<file path="config.mk">
export PLATFORM = sky130hd
export DESIGN_NAME = timer_ctrl
export DESIGN_NICKNAME = d
export VERILOG_FILES = /design/src/rtl/timer_ctrl.sv
export SDC_FILE = /design/constraint.sdc
export NUM_CORES = 1
export LEC_CHECK = 0
export ABC_AREA = 0
export BUFFER_PORTS_ARGS = -buffer_cell sky130_fd_sc_hd__buf_2
export CAP_MARGIN = 30
export CORE_MARGIN = 3
export CORE_UTILIZATION = 58
export CTS_CLUSTER_DIAMETER = 80
export DETAILED_ROUTE_END_ITERATION = 12
export PLACE_DENSITY = 0.83
export SYNTH_ARGS = -nofsm -noshare
export SYNTH_HDL_FRONTEND = slang
export SYNTH_SLANG_ARGS = --single-unit
export TNS_END_PERCENT = 20
</file>
<file path="constraint.sdc">
create_clock -name clock -period 4.75 [get_ports clock]
set_clock_uncertainty 0.2 [all_clocks]
set_input_delay 0.475 -clock clock [delete_from_list [all_inputs] [get_ports clock]]
set_output_delay 0.475 -clock clock [all_outputs]
set_load 0.005 [all_outputs]
</file>
<file path="src/rtl/timer_ctrl.sv">
// MM:SS countdown controller: keypad entry, load/enable of a BCD down-counter chain, alarm.
// Optional pause/resume support is compiled in with `define TIMER_PAUSE_EN.
module timer_ctrl #(
  parameter int unsigned TICK_DIV    = 100,
  parameter int unsigned ALARM_TICKS = 10
) (
  input  logic        clock,
  input  logic        clrn,
  input  logic [3:0]  data_in,
  input  logic        digit_valid,
  input  logic        start,
  input  logic        stop,
  input  logic        clear_key,
  input  logic [3:0]  zeros,
  output logic [15:0] data_out,
  output logic        loadn,
  output logic        cnt_en,
  output logic        alarm,
  output logic [2:0]  state
);

  localparam int unsigned PW = (TICK_DIV > 2) ? $clog2(TICK_DIV) : 1;
  localparam int unsigned AW = $clog2(ALARM_TICKS + 1);

  typedef enum logic [2:0] {
    IDLE  = 3'd0,
    LOAD  = 3'd1,
    RUN   = 3'd2,
    PAUSE = 3'd3,
    DONE  = 3'd4
  } state_t;

  state_t        cur;
  logic [PW-1:0] presc;
  logic [AW-1:0] acnt;
  logic          tick_c;
  logic [PW-1:0] presc_nxt_c;
  logic          start_c;

  // Stop outranks start when both strobe together.
  assign start_c     = start && !stop;
  assign tick_c      = (presc == PW'(TICK_DIV - 1));
  assign presc_nxt_c = tick_c ? '0 : presc + PW'(1);
  assign state       = cur;

  always_ff @(posedge clock or negedge clrn) begin
    if (!clrn) begin
      cur      <= IDLE;
      data_out <= '0;
      presc    <= '0;
      acnt     <= '0;
      loadn    <= 1'b1;
      cnt_en   <= 1'b0;
      alarm    <= 1'b0;
    end else begin
      loadn  <= 1'b1;
      cnt_en <= 1'b0;
      case (cur)
        IDLE: begin
          presc <= '0;
          if (clear_key) begin
            data_out <= '0;
          end else if (start_c) begin
            if (data_out != '0) begin
              cur   <= LOAD;
              loadn <= 1'b0;
            end
          end else if (!stop && digit_valid && (data_in <= 4'd9)) begin
            data_out <= {data_out[11:0], data_in};
          end
        end
        LOAD: begin
          cur   <= RUN;
          presc <= '0;
        end
        RUN: begin
          if (clear_key) begin
            cur <= IDLE;
          end else if (stop) begin
`ifdef TIMER_PAUSE_EN
            cur <= PAUSE;
`else
            cur <= IDLE;
`endif
          end else if (zeros == 4'hF) begin
            // Expiry wins over a coinciding tick: no enable is issued.
            cur   <= DONE;
            alarm <= 1'b1;
            acnt  <= '0;
            presc <= presc_nxt_c;
          end else begin
            presc  <= presc_nxt_c;
            cnt_en <= tick_c;
          end
        end
        PAUSE: begin
          if (clear_key) begin
            cur <= IDLE;
          end else if (start_c) begin
            cur <= RUN;
          end
        end
        DONE: begin
          if (clear_key || start_c) begin
            cur      <= IDLE;
            alarm    <= 1'b0;
            data_out <= '0;
            acnt     <= '0;
          end else begin
            presc <= presc_nxt_c;
            if (tick_c) begin
              if (acnt == AW'(ALARM_TICKS - 1)) begin
                cur      <= IDLE;
                alarm    <= 1'b0;
                data_out <= '0;
                acnt     <= '0;
              end else begin
                acnt <= acnt + AW'(1);
              end
            end
          end
        end
        default: cur <= IDLE;
      endcase
    end
  end

endmodule

</file>
Yosys cells after proc, flatten, opt, wreduce, memory -nomap -nowiden
Index checks and enable logic that the tools add are counted.
W data, S select, Z words.
{ "totals": {"inputBits": 14, "wordCells": 92, "out_inout_bits": 22, "ff_bits": 33} }
{ "classes": {"muxes": 46, "reduce_logical": 16, "n_eq_ne": 20, "order_cmp": 1, "n_addsub": 2} }
{ "ops": {"columns": ["cell", "n"], "rows": [
  ["$mux W16", 6],
  ["$mux W3", 11],
  ["$pmux W16 S2", 1],
  ["$mux W7", 4],
  ["$mux W4", 6],
  ["$pmux W7 S3", 1],
  ["$reduce_bool A16 Y1", 1],
  ["$ne A3 B3 Y1 const B", 5],
  ["$pmux W3 S5", 1],
  ["$mux W1", 14],
  ["$ne A2 B2 Y1 const B", 7],
  ["$reduce_and A5 Y1", 2],
  ["$eq A4 B4 Y1 const B", 2],
  ["$pmux W4 S2", 1],
  ["$add A7 B1 Y7 const B", 1],
  ["$eq A7 B7 Y1 const B", 1],
  ["$reduce_and A7 Y1", 1],
  ["$eq A3 B2 Y1 const B", 2],
  ["$reduce_and A6 Y1", 1],
  ["$add A4 B1 Y4 const B", 1],
  ["$le A4 B4 Y1 const B", 1],
  ["$ne A4 B4 Y1 const B", 1],
  ["$reduce_and A4 Y1", 1],
  ["$reduce_bool A2 Y1", 2],
  ["other kinds (9)", 11]
]} }

Depth between registers and ports, before layout
{ "logic_depth": {"ltp_word": 7, "depth_mapped": 7} }

Worst setup path after synthesis
Ideal clock, no wire load.
{ "synth_timing": {"path_kind": "register -> register", "from": "register acnt[1]", "to": "register data_out[0]", "path_stages_with_launch": 8, "arrival_ns": 1.848, "slack_ns": 2.623, "synth_period_minus_slack_ns": 2.127, "t_required_ns": 4.471, "cell_sequence": "dfrtp_1 -> inv_1 -> ha_1 -> nand3b_1 -> a311o_1 -> a211oi_4 -> buf_8 -> mux2i_1"} }
{ "synth_between": {"elab_chain_cells": 3} }
{ "synth_lines": {"columns": ["element", "line_no", "source"], "rows": [
  ["start: declaration", "35", "logic [AW-1:0] acnt;"],
  ["start signal: assignment", "118", "acnt <= acnt + AW'(1);"],
  ["$eq A4 B4 Y1", "112", "if (acnt == AW'(ALARM_TICKS - 1)) begin"],
  ["$ne A3 B3 Y1 (no line)", null, null],
  ["$reduce_and A5 Y1 (no line)", null, null],
  ["end signal: assignment", "69", "data_out <= {data_out[11:0], data_in};"],
  ["end: declaration", "15", "output logic [15:0] data_out,"]
]} }
No other way between the ends.
A chain may end at the register's enable or synchronous reset.

Worst setup path after layout
{ "layout_timing": {"from": "register cur[0], in the netlist state[0]", "to": "register data_out[3]"} }
{ "layout_between": {"elab_chain_cells": 3, "elab_cells_between_ends": 9, "cone_classes": "5 x eq/ne; 1 x mux; 3 x reduce/logical"} }
{ "layout_lines": {"columns": ["element", "line_no", "source"], "rows": [
  ["start: declaration", "33", "state_t cur;"],
  ["start signal: assignment", "48", "cur <= IDLE;"],
  ["start signal: assignment", "65", "cur <= LOAD;"],
  ["start signal: assignment", "73", "cur <= RUN;"],
  ["$eq A3 B3 Y1 / $logic_not A3 Y1 (equally long branches)", "58", "case (cur)"],
  ["$ne A3 B3 Y1 (no line) / $reduce_bool A2 Y1 (equally long branches)", null, null],
  ["$reduce_and A5 Y1 (no line)", null, null]
]} }
Several ways; a longest one is shown, not always the timed one.

==> impl_metrics.json <==
{
  "r2r-end": "data_out[3]",
  "cts_sinks": 33,
  "post-cts-setup-buffers": 0,
  "syn_area_um2": 1800,
  "netlist-cell-type-count": 42,
  "multiInputGateArea_um2": 827,
  "synth.most_common_cell": "dfrtp_1",
  "detailed_place_hpwl_um": 2780,
  "yosysWarnings": 0,
  "grt_max_degree": 34,
  "vias_per_cell": 5.93,
  "power.density_nw_per_um2": 345,
  "drt_wl_total_um": 3760,
  "cts_resized": 0,
  "cts_made_buffers": 5,
  "synth_area_leaders": "dfrtp_1 44%, mux2i_1 11%, inv_1 5.2%",
  "ys_seq_area_frac": 0.459,
  "overflow": 0,
  "htreeDepth": 2,
  "worstPathArrival_ps": 2660,
  "start_util": 0.632,
  "clkTransAtPathRegs_ps": 100,
  "final_cells": 255,
  "crit_fanout": 16,
  "synth_nets": 204,
  "placedCellCount": 246,
  "startpoint_type": "register",
  "finalHoldViolCount": 0,
  "antenna_found_initial": 0,
  "path_buf_inv": 0,
  "reg2regPathDepth": 4,
  "synth_top_area_share": 0.444,
  "critical_path.max_stage_delay_ps": 910,
  "area_growth_pct": 12.6,
  "drv_cap": 0,
  "drv_slew": 0,
  "p_clk_frac": 0.216,
  "relSlewSlack": 0.319,
  "ant_nets": 0,
  "rsz0062_at_grt": "no",
  "drtIter0Drc": 57,
  "synth-edff-count": 0,
  "nets": 240,
  "clock.fmax_mhz": 383,
  "n_antenna_cell": 0,
  "die_x_um": 61.7,
  "switchingPower_uw": 232,
  "syn_avg_cell_area_um2": 9.63,
  "synthTopCellsByCount": "32 x dfrtp_1, 25 x inv_1, 24 x nand2_1, 19 x mux2i_1, 8 x o21ai_0",
  "root_buffer": "clkbuf_4",
  "gp_congestion": 0.855,
  "critPathTopFamily": "compound AO/OA/AOI/OAI gates",
  "seq_area_um2": 827,
  "ff2ff_setup_slack_ps": 2140,
  "ys_ff_latch": 33,
  "tns_ps": 0,
  "worstSetupEndpointType": "register",
  "crit_type": "reg -> reg",
  "n_fill_cell": 227,
  "final_util": 0.711,
  "clock_path_buffers": 2,
  "grt_pass1_wl_um": 6090,
  "wire_per_inst_um": 14.7,
  "post-route-drc-count": 0,
  "track_usage": 0.218,
  "core_area_um2": 2850,
  "crit_chain": "nor2_1 -> and3_1 -> a211oi_4 -> mux2i_1",
  "swShare": 0.332,
  "setup_viol_count_final": 0,
  "crit_end": "data_out[3]",
  "r2r-start": "state[0]",
  "post-route-min-period_ps": 2610,
  "cp.required_ps": 4800,
  "firstDrtPassIters": 4,
  "synth_ff_type": "dfrtp_1",
  "io_pins": 36,
  "fp-row-count": 19,
  "min_path_type": "in -> reg",
  "p_comb_frac": 0.257,
  "grt_pass1_vias": 1460,
  "cts_hold_buf": 1,
  "num_vias": 1513,
  "tightestPinTransition_ps": 1020,
  "finalCritPeriodShare": 0.550,
  "irDropWorstVdd_uv": 233,
  "fin_total_pwr_uw": 700,
  "cp_slowest_cell": "a211oi_4",
  "die-height_um": 61.7,
  "seqPwrFrac": 0.528,
  "die_area_um2": 3810,
  "cp_num_cells": 4,
  "netlist_instances": 187,
  "drive_gt1_frac": 0.201,
  "status": "finished, final reports clean",
  "leakage_uw": 0.000971,
  "power.internal_uw": 468,
  "yosysTopAreaCell": "dfrtp_1",
  "cts_tree": "yes",
  "clock_latency_ps": 340,
  "cp-startpoint": "state[0]",
  "io_buffers": 35,
  "async_flop_share": 1.00
}
## power by group through the flow
| stage | combinational (µW) | sequential, µW | clock (µW) |
|---|---|---|---|
| final | 180 | 369 | 151 |
| after global routing | 202 | 376 | 166 |
| after global placement | 175 | 370 | 0 |
| after CTS | 183 | 368 | 153 |
| after detailed placement | 182 | 373 | 0 |
| after floorplan | 122 | 362 | 0 |
## worst min-delay path by stage
stage | startpoint | end | cells past startpoint
floorplan | clrn | acnt[0] | 0
global placement | acnt[3] | acnt[3] | 1
detailed placement | acnt[3] | acnt[3] | 1
CTS | data_in[0] | data_out[0] | 3
global route | data_in[0] | data_out[0] | 3
finish | data_in[0] | data_out[0] | 3
## per-layer routing
layer  global-route usage  wire length, µm  vias up
met5                    0                0        -
met4               0.0818               48        0
met3               0.0682              236        8
met2                0.374             1850       57
met1                0.257             1620      726
li1                     -                -      722
## worst register-to-register path, cell delays in order, from the launching register on
cell	delay [ps]
dfrtp_1	610
nor2_1	200
and3_1	320
a211oi_4	910
mux2i_1	280
## flip-flops by register name, indices dropped and copies added (netlist names)
| name | count |
|---|---|
| data_out | 16 |
| presc | 7 |
| acnt | 4 |
| state | 3 |
| alarm | 1 |
| cnt_en | 1 |
| loadn | 1 |
## cell type report
class / count / share of cell area
flip-flops and latches: 33 / 0.408
multi-input cells: 121 / 0.408
repair buffers: 37 / 0.0950
inverters: 25 / 0.0463
clock buffers: 8 / 0.0241
well taps: 31 / 0.0191
## layout by cell type (no fill, tap or decap), types with 2 or more instances in the layout
cell type and n:
a211oi_1 4, ha_1 3, nand2_1 24, inv_1 25, nor2b_1 2, nor3_1 2, xnor2_1 3, dfrtp_1 32
buf_2 35, clkbuf_4 5, o22ai_1 3, nand3_1 6, o31ai_1 2, nand2b_1 4, mux2i_1 19, a31oi_1 2
nor2_1 7, nor4_1 5, nand4_1 7, and3_1 4, clkbuf_1 3, o21ai_0 8
## metrics by stage
step                area (µm²)  hold slack [ps]  setup slack [ps]
floorplan                 1800            -20.6              2620
global placement          1960              281              2200
detailed placement        1970              297              2100
CTS                       2030              161              2150
global route              2030              169              1970
finish                    2030              164              2140
## kinds of logic after synthesis
| group | after synthesis | share of synthesized area |
|---|---|---|
| buffers and inverters | 33 | 0.0819 |
| XOR/XNOR | 3 | 0.0146 |
| adder cells (fa/ha/maj) | 3 | 0.0208 |
| AND/OR/NAND/NOR | 67 | 0.199 |
| flip-flops | 33 | 0.459 |
| multiplexers | 19 | 0.106 |
| AO/OA/AOI/OAI | 29 | 0.119 |
Note: power is estimated with default switching activity, not from simulation.
